[src/rtl/q5_drv_pkg.sv]
// Shared definitions for the Q5 vector driver.
//   - widths of the step counter, settle counter and truth table
//   - FSM state enum (IDLE, SETTLE, FIN)
//   - Q5_EXPECTED: truth table of w = ~((c|d)&(~d|(a&b))), bit i = w for {a,b,c,d} = i
//   - vec_t: the {a,b,c,d} bundle driven into the gate (a is the MSB)
//   - order(): maps a sweep step to the input combination applied at that step
// Build option: define Q5_GRAY_ORDER_EN to sweep in Gray-code order
// (one input toggles per step); otherwise the sweep is a plain binary count.
package q5_drv_pkg;

  localparam int unsigned STEP_W  = 4;
  localparam int unsigned CNT_W   = 8;
  localparam int unsigned TRUTH_W = 16;

  localparam logic [TRUTH_W-1:0] Q5_EXPECTED = 16'h1BBB;

  typedef enum logic [1:0] {
    IDLE   = 2'd0,
    SETTLE = 2'd1,
    FIN    = 2'd2
  } state_t;

  typedef struct packed {
    logic a;
    logic b;
    logic c;
    logic d;
  } vec_t;

  // Input combination applied at sweep step n.
  function automatic logic [STEP_W-1:0] order(input logic [STEP_W-1:0] n);
`ifdef Q5_GRAY_ORDER_EN
    return n ^ (n >> 1);
`else
    return n;
`endif
  endfunction

endpackage

[src/rtl/settle_counter.sv]
// Settle-window down-counter for the Q5 vector driver.
// Ports:
//   clk, rstn  : clock, asynchronous active-low reset (count clears to 0)
//   load       : load load_val on the next edge (takes priority over en)
//   load_val   : reload value (window length minus one)
//   en         : decrement by one per edge while the count is non-zero
//   zero       : registered flag, high while the count is 0
module settle_counter
  import q5_drv_pkg::*;
(
  input  logic             clk,
  input  logic             rstn,
  input  logic             load,
  input  logic [CNT_W-1:0] load_val,
  input  logic             en,
  output logic             zero
);

  logic [CNT_W-1:0] cnt_q;

  // zero is computed from the value being written so it stays a register
  // yet always agrees with cnt_q.
  always_ff @(posedge clk or negedge rstn) begin
    if (!rstn) begin
      cnt_q <= '0;
      zero  <= 1'b1;
    end else if (load) begin
      cnt_q <= load_val;
      zero  <= (load_val == '0);
    end else if (en && (cnt_q != '0)) begin
      cnt_q <= cnt_q - CNT_W'(1);
      zero  <= (cnt_q == CNT_W'(1));
    end
  end

endmodule

[src/rtl/q5_vector_driver.sv]
// Q5 gate vector driver and truth-table collector.
// On start, steps {a,b,c,d} through all 16 combinations, holds each for
// SETTLE_CYC cycles, samples w at the last edge of each window into truth,
// then pulses done and flags mismatch when truth != EXPECTED.
// Build option: Q5_GRAY_ORDER_EN selects Gray-code sweep order (see q5_drv_pkg).
// Parameters:
//   SETTLE_CYC : cycles per vector, 1..255 (0 behaves as 1)
//   EXPECTED   : expected truth table, bit i = w for {a,b,c,d} = i
// Ports:
//   clk, rstn  : clock, asynchronous active-low reset
//   start      : sweep request (ignored while a sweep is in progress)
//   w          : gate output under test (X/Z captured as 0)
//   a,b,c,d    : registered gate inputs
//   busy       : sweep in progress
//   done       : one-cycle completion pulse
//   truth      : captured truth table
//   mismatch   : truth != EXPECTED, valid from done until the next start
module q5_vector_driver
  import q5_drv_pkg::*;
#(
  parameter int unsigned          SETTLE_CYC = 2,
  parameter logic [TRUTH_W-1:0]   EXPECTED   = Q5_EXPECTED
) (
  input  logic               clk,
  input  logic               rstn,
  input  logic               start,
  input  logic               w,
  output logic               a,
  output logic               b,
  output logic               c,
  output logic               d,
  output logic               busy,
  output logic               done,
  output logic [TRUTH_W-1:0] truth,
  output logic               mismatch
);

  localparam int unsigned      SETTLE_EFF    = (SETTLE_CYC == 0) ? 1 : SETTLE_CYC;
  localparam logic [CNT_W-1:0] SETTLE_RELOAD = CNT_W'(SETTLE_EFF - 1);
  localparam logic [STEP_W-1:0] LAST_STEP    = STEP_W'(15);

  state_t              state_q,    state_d;
  logic [STEP_W-1:0]   step_q,     step_d;
  vec_t                vec_q,      vec_d;
  logic                busy_q,     busy_d;
  logic                done_q,     done_d;
  logic [TRUTH_W-1:0]  truth_q,    truth_d;
  logic                mismatch_q, mismatch_d;

  logic                cnt_load_c;
  logic                cnt_en_c;
  logic                cnt_zero;
  logic                w_bit_c;

  // Only a clean logic 1 counts as high; X or Z on w reads as 0.
  assign w_bit_c = (w === 1'b1);

  // Settle window timer.
  settle_counter u_settle (
    .clk      (clk),
    .rstn     (rstn),
    .load     (cnt_load_c),
    .load_val (SETTLE_RELOAD),
    .en       (cnt_en_c),
    .zero     (cnt_zero)
  );

  // Next-state and next-output logic.
  always_comb begin
    state_d    = state_q;
    step_d     = step_q;
    vec_d      = vec_q;
    busy_d     = busy_q;
    done_d     = 1'b0;
    truth_d    = truth_q;
    mismatch_d = mismatch_q;
    cnt_load_c = 1'b0;
    cnt_en_c   = 1'b0;

    case (state_q)
      IDLE: begin
        if (start) begin
          truth_d    = '0;
          mismatch_d = 1'b0;
          step_d     = '0;
          vec_d      = vec_t'(order(STEP_W'(0)));
          busy_d     = 1'b1;
          cnt_load_c = 1'b1;
          state_d    = SETTLE;
        end
      end

      SETTLE: begin
        if (!cnt_zero) begin
          cnt_en_c = 1'b1;
        end else begin
          // Index by the combination actually applied, not by step number.
          truth_d[order(step_q)] = w_bit_c;
          if (step_q != LAST_STEP) begin
            step_d     = step_q + STEP_W'(1);
            vec_d      = vec_t'(order(step_q + STEP_W'(1)));
            cnt_load_c = 1'b1;
          end else begin
            state_d = FIN;
          end
        end
      end

      FIN: begin
        done_d     = 1'b1;
        busy_d     = 1'b0;
        mismatch_d = (truth_q != EXPECTED);
        state_d    = IDLE;
      end

      default: begin
        state_d = IDLE;
      end
    endcase
  end

  // State and output registers.
  always_ff @(posedge clk or negedge rstn) begin
    if (!rstn) begin
      state_q    <= IDLE;
      step_q     <= '0;
      vec_q      <= '0;
      busy_q     <= 1'b0;
      done_q     <= 1'b0;
      truth_q    <= '0;
      mismatch_q <= 1'b0;
    end else begin
      state_q    <= state_d;
      step_q     <= step_d;
      vec_q      <= vec_d;
      busy_q     <= busy_d;
      done_q     <= done_d;
      truth_q    <= truth_d;
      mismatch_q <= mismatch_d;
    end
  end

  assign a        = vec_q.a;
  assign b        = vec_q.b;
  assign c        = vec_q.c;
  assign d        = vec_q.d;
  assign busy     = busy_q;
  assign done     = done_q;
  assign truth    = truth_q;
  assign mismatch = mismatch_q;

endmodule

[config.mk]
export PLATFORM = sky130hd
export DESIGN_NAME = q5_vector_driver
export DESIGN_NICKNAME = d
export VERILOG_FILES = /design/src/rtl/q5_drv_pkg.sv /design/src/rtl/settle_counter.sv /design/src/rtl/q5_vector_driver.sv
export SDC_FILE = /design/constraint.sdc
export NUM_CORES = 1
export LEC_CHECK = 0
export ABC_CLOCK_PERIOD_IN_PS = 2200
export BUFFER_PORTS_ARGS = -buffer_cell sky130_fd_sc_hd__buf_4
export CORE_MARGIN = 2
export CORE_UTILIZATION = 30
export CTS_CLUSTER_DIAMETER = 30
export DETAILED_ROUTE_END_ITERATION = 16
export GPL_TIMING_DRIVEN = 0
export PLACE_DENSITY = 0.5
export SETUP_SLACK_MARGIN = 0.2
export SYNTH_ARGS = -nofsm -noshare
export SYNTH_HDL_FRONTEND = slang
export SYNTH_SLANG_ARGS = --single-unit
[constraint.sdc]
create_clock -name clk -period 2.2 [get_ports clk]
set_clock_uncertainty 0.2 [all_clocks]
set_input_delay 0.44 -clock clk [delete_from_list [all_inputs] [get_ports clk]]
set_output_delay 0.44 -clock clk [all_outputs]
set_load 0.005 [all_outputs]
==> results.md <==
* Placed cell areas at 2095 um2
* GP Congestion at 0.8213
* Non-filler cells, final at 298
* Post-route minimum period at 1.855 ns
* CP Class: reg2reg
* Number of synthesized flops with an enable pin at 0
* Warnings from Yosys at 0
* Register area share after synthesis at 0.4719
* Nets@finish at 232
* Final ANT Viol Nets at 0
* Clk buf depth at 2
* Via count at 1506
* Startpoint Class: flip-flop
* CTS H-tree lvls at 2
* Crit. End Element: flip-flop
* Leakage power at 1.030 nW
* Max-slew violations at 0
* Cell type with the largest total area after synthesis: dfrtp_1
* RSZ-0062 raised after global routing: yes
* Final setup TNS at 0 ns
* Final core utilization at 0.3856
* Fill count at 601
* Fin. Hold Viols at 0
* Syn Nets at 198
* CTS tree: done
* Slew HR at 0.7156
* Post-synth top area share at 0.4574
* Initial DRC Count at 138
* Tcrit/Tclk final at 0.8434
* Main synth FF type: dfrtp_1
* Wire per inst at 15.01 um
* Worst slew pin tran at 0.4233 ns
* Register area at 852.1 um2
* Core footprint at 5851 um2
* Multi-input logic area at 910.9 um2
* DP HPWL at 3.170 mm
* Die Ht at 81.58 um
* Die W at 81.58 um
* IO buf count at 26
* Area growth, synth to finish at 24.95%
* Run status: finished clean
* Num rows at 28
* CP required at 2.18 ns
* Largest net degree at the start of global routing at 35
* Fraction of registers with async set or reset after synthesis at 1.000
* Maximum VDD drop at 0.5256 mV
* Flops & latches, synth at 34
* Worst-path fanout max at 8
* Area contributors post-synth: dfrtp_1 (46%), o21ai_1 (6.4%), a21boi_0 (5.8%), ha_1 (4.2%), nor2_1 (3.3%)
* Worst-path clk slew at 0.08 ns
* Setup violators final at 0
* GR Overflow Total at 0
* Avg Vias per Cell at 5.054
* Synth cell types at 43
* Arr. time, crit path at 1.84 ns
* Most frequent cells after synthesis: dfrtp_1 (33), o21ai_1 (23), nor2_1 (16)
* Cell count after synthesis at 188
* Vias in the first global route at 1408
* Max Clock Freq at 0.5389 GHz
* Avg Cell Area, Syn at 9.604 um2
* Layout cells sized above 1 at 0.2108
* RR Startpoint: step_q[1]$_DFFE_PN0P_
* Worst setup path startpoint: step_q[1]$_DFFE_PN0P_
* Clk root buf: clkbuf_8
* Max_cap viols at 0
* Hold path startpoint: w
* Routed wire length at 4.472 mm
* Setup fix buffers added after clock tree synthesis at 0
* CTS buffer count at 5
* N_diodes at 0
* CTS sink count at 34
* First-pass GRT wire length at 7.320 mm
* Most numerous cell in the Yosys netlist: dfrtp_1
* Post-route cell area at 2256 um2
* PwrDens at 1348 nW/um2
* Effective utilization at floorplan at 0.3086
* Placed cells at 289
* Hold Crit Class: in2reg
* # IOs at 27
* Post-Synthesis Cell Area at 1805 um2
* Residual DRC at 0
* Initial antenna violation count at 0
* Die area at 6654 um2
* Clock Latency Late Sink at 0.29 ns
* GRT Util Overall at 0.1472
* Pre-antenna DRT Iters at 4
placed cells by master (no fill, tap or decap), types with 4 or more instances in the layout:
cell | Yosys | routed
nor2b_1 | 6 | 6
clkbuf_1 | 4 | 4
o21ai_0 | 7 | 7
a21oi_1 | 9 | 9
o21ai_1 | 23 | 23
buf_4 | 0 | 26
ha_1 | 6 | 5
and3_1 | 4 | 4
inv_1 | 7 | 7
nand2_1 | 13 | 13
clkbuf_8 | 0 | 6
dfrtp_1 | 33 | 33
a21boi_0 | 14 | 14
nor2_1 | 16 | 16
logic make-up after synthesis:
group | after synthesis | share of synthesized area
simple gates | 66 | 0.2155
compound gates | 64 | 0.2148
flops | 34 | 0.4719
buf+inv | 13 | 0.02841
fa+ha+maj | 6 | 0.04158
mux | 4 | 0.02287
xor+xnor | 1 | 0.004852
final timing paths:
path / slack [ns] / end / cells after the start
worst max-delay path: 0.34 / step_q[0]$_DFFE_PN0P_ / 5
worst min-delay path: 0.24 / truth[15]$_DFFE_PN0P_ / 3
worst max register to register: 0.34 / step_q[0]$_DFFE_PN0P_ / 5
worst min register to register: 0.31 / mismatch$_DFFE_PN0P_ / 2
max in group asynchronous: 1.03 / u_settle.zero$_DFFE_PN1P_ / 2
min in group asynchronous: 0.43 / u_settle.cnt_q[5]$_DFFE_PN0P_ / 2
cell type report:
type | count | share of cell area
multi-input cells | 141 | 0.4038
well taps | 75 | 0.04160
clock buffers | 6 | 0.03661
plain buffers | 6 | 0.01109
flip-flops and latches | 34 | 0.3777
clock inverters | 2 | 0.02662
inverters | 7 | 0.01165
repair buffers | 27 | 0.09096
worst max-delay path: stages (launching register included):
cell     delay [ns]
dfrtp_1        0.47
ha_2           0.28
and3_1         0.26
nand2_1        0.08
nand2_1        0.15
mux2_2         0.30
report_power, final:
part           switching [mW]  internal, mW
logic                   0.688         0.584
clock network           0.239         0.483
registers               0.228         0.819
total                    1.15          1.89
through the flow:
step	power, mW	worst slack (ns)	hold slack [ns]
global placement	2.325	0.1939	0.2199
finish	3.041	0.3445	0.2443
floorplan	1.863	0.4819	-0.05559
global route	3.296	0.1869	0.2624
detailed placement	2.323	0.2203	0.2205
CTS	3.068	0.2518	0.2441
state kept, by name (all words and copies together), names as in the netlist:
| name | flops |
|---|---|
| step_q | 4 |
| u_settle.cnt_q | 8 |
| state_q | 2 |
| busy | 1 |
| truth | 16 |
| done | 1 |
| mismatch | 1 |
| u_settle.zero | 1 |
routing by layer:
metal  track usage  wire (um)
met4       0.04500         57
met2        0.2098       1880
met5             0          0
met3       0.04176        244
met1        0.2150       2288
what timing repair did:
item / in CTS / in global routing
pin swaps: 0 / 0
hold buffers: 1 / 0
hold endpoints to repair: 33 / 0
endpoints found under the setup margin: 1 / 2
resized for setup: 1 / 1
Note: power is estimated with default switching activity, not from simulation.
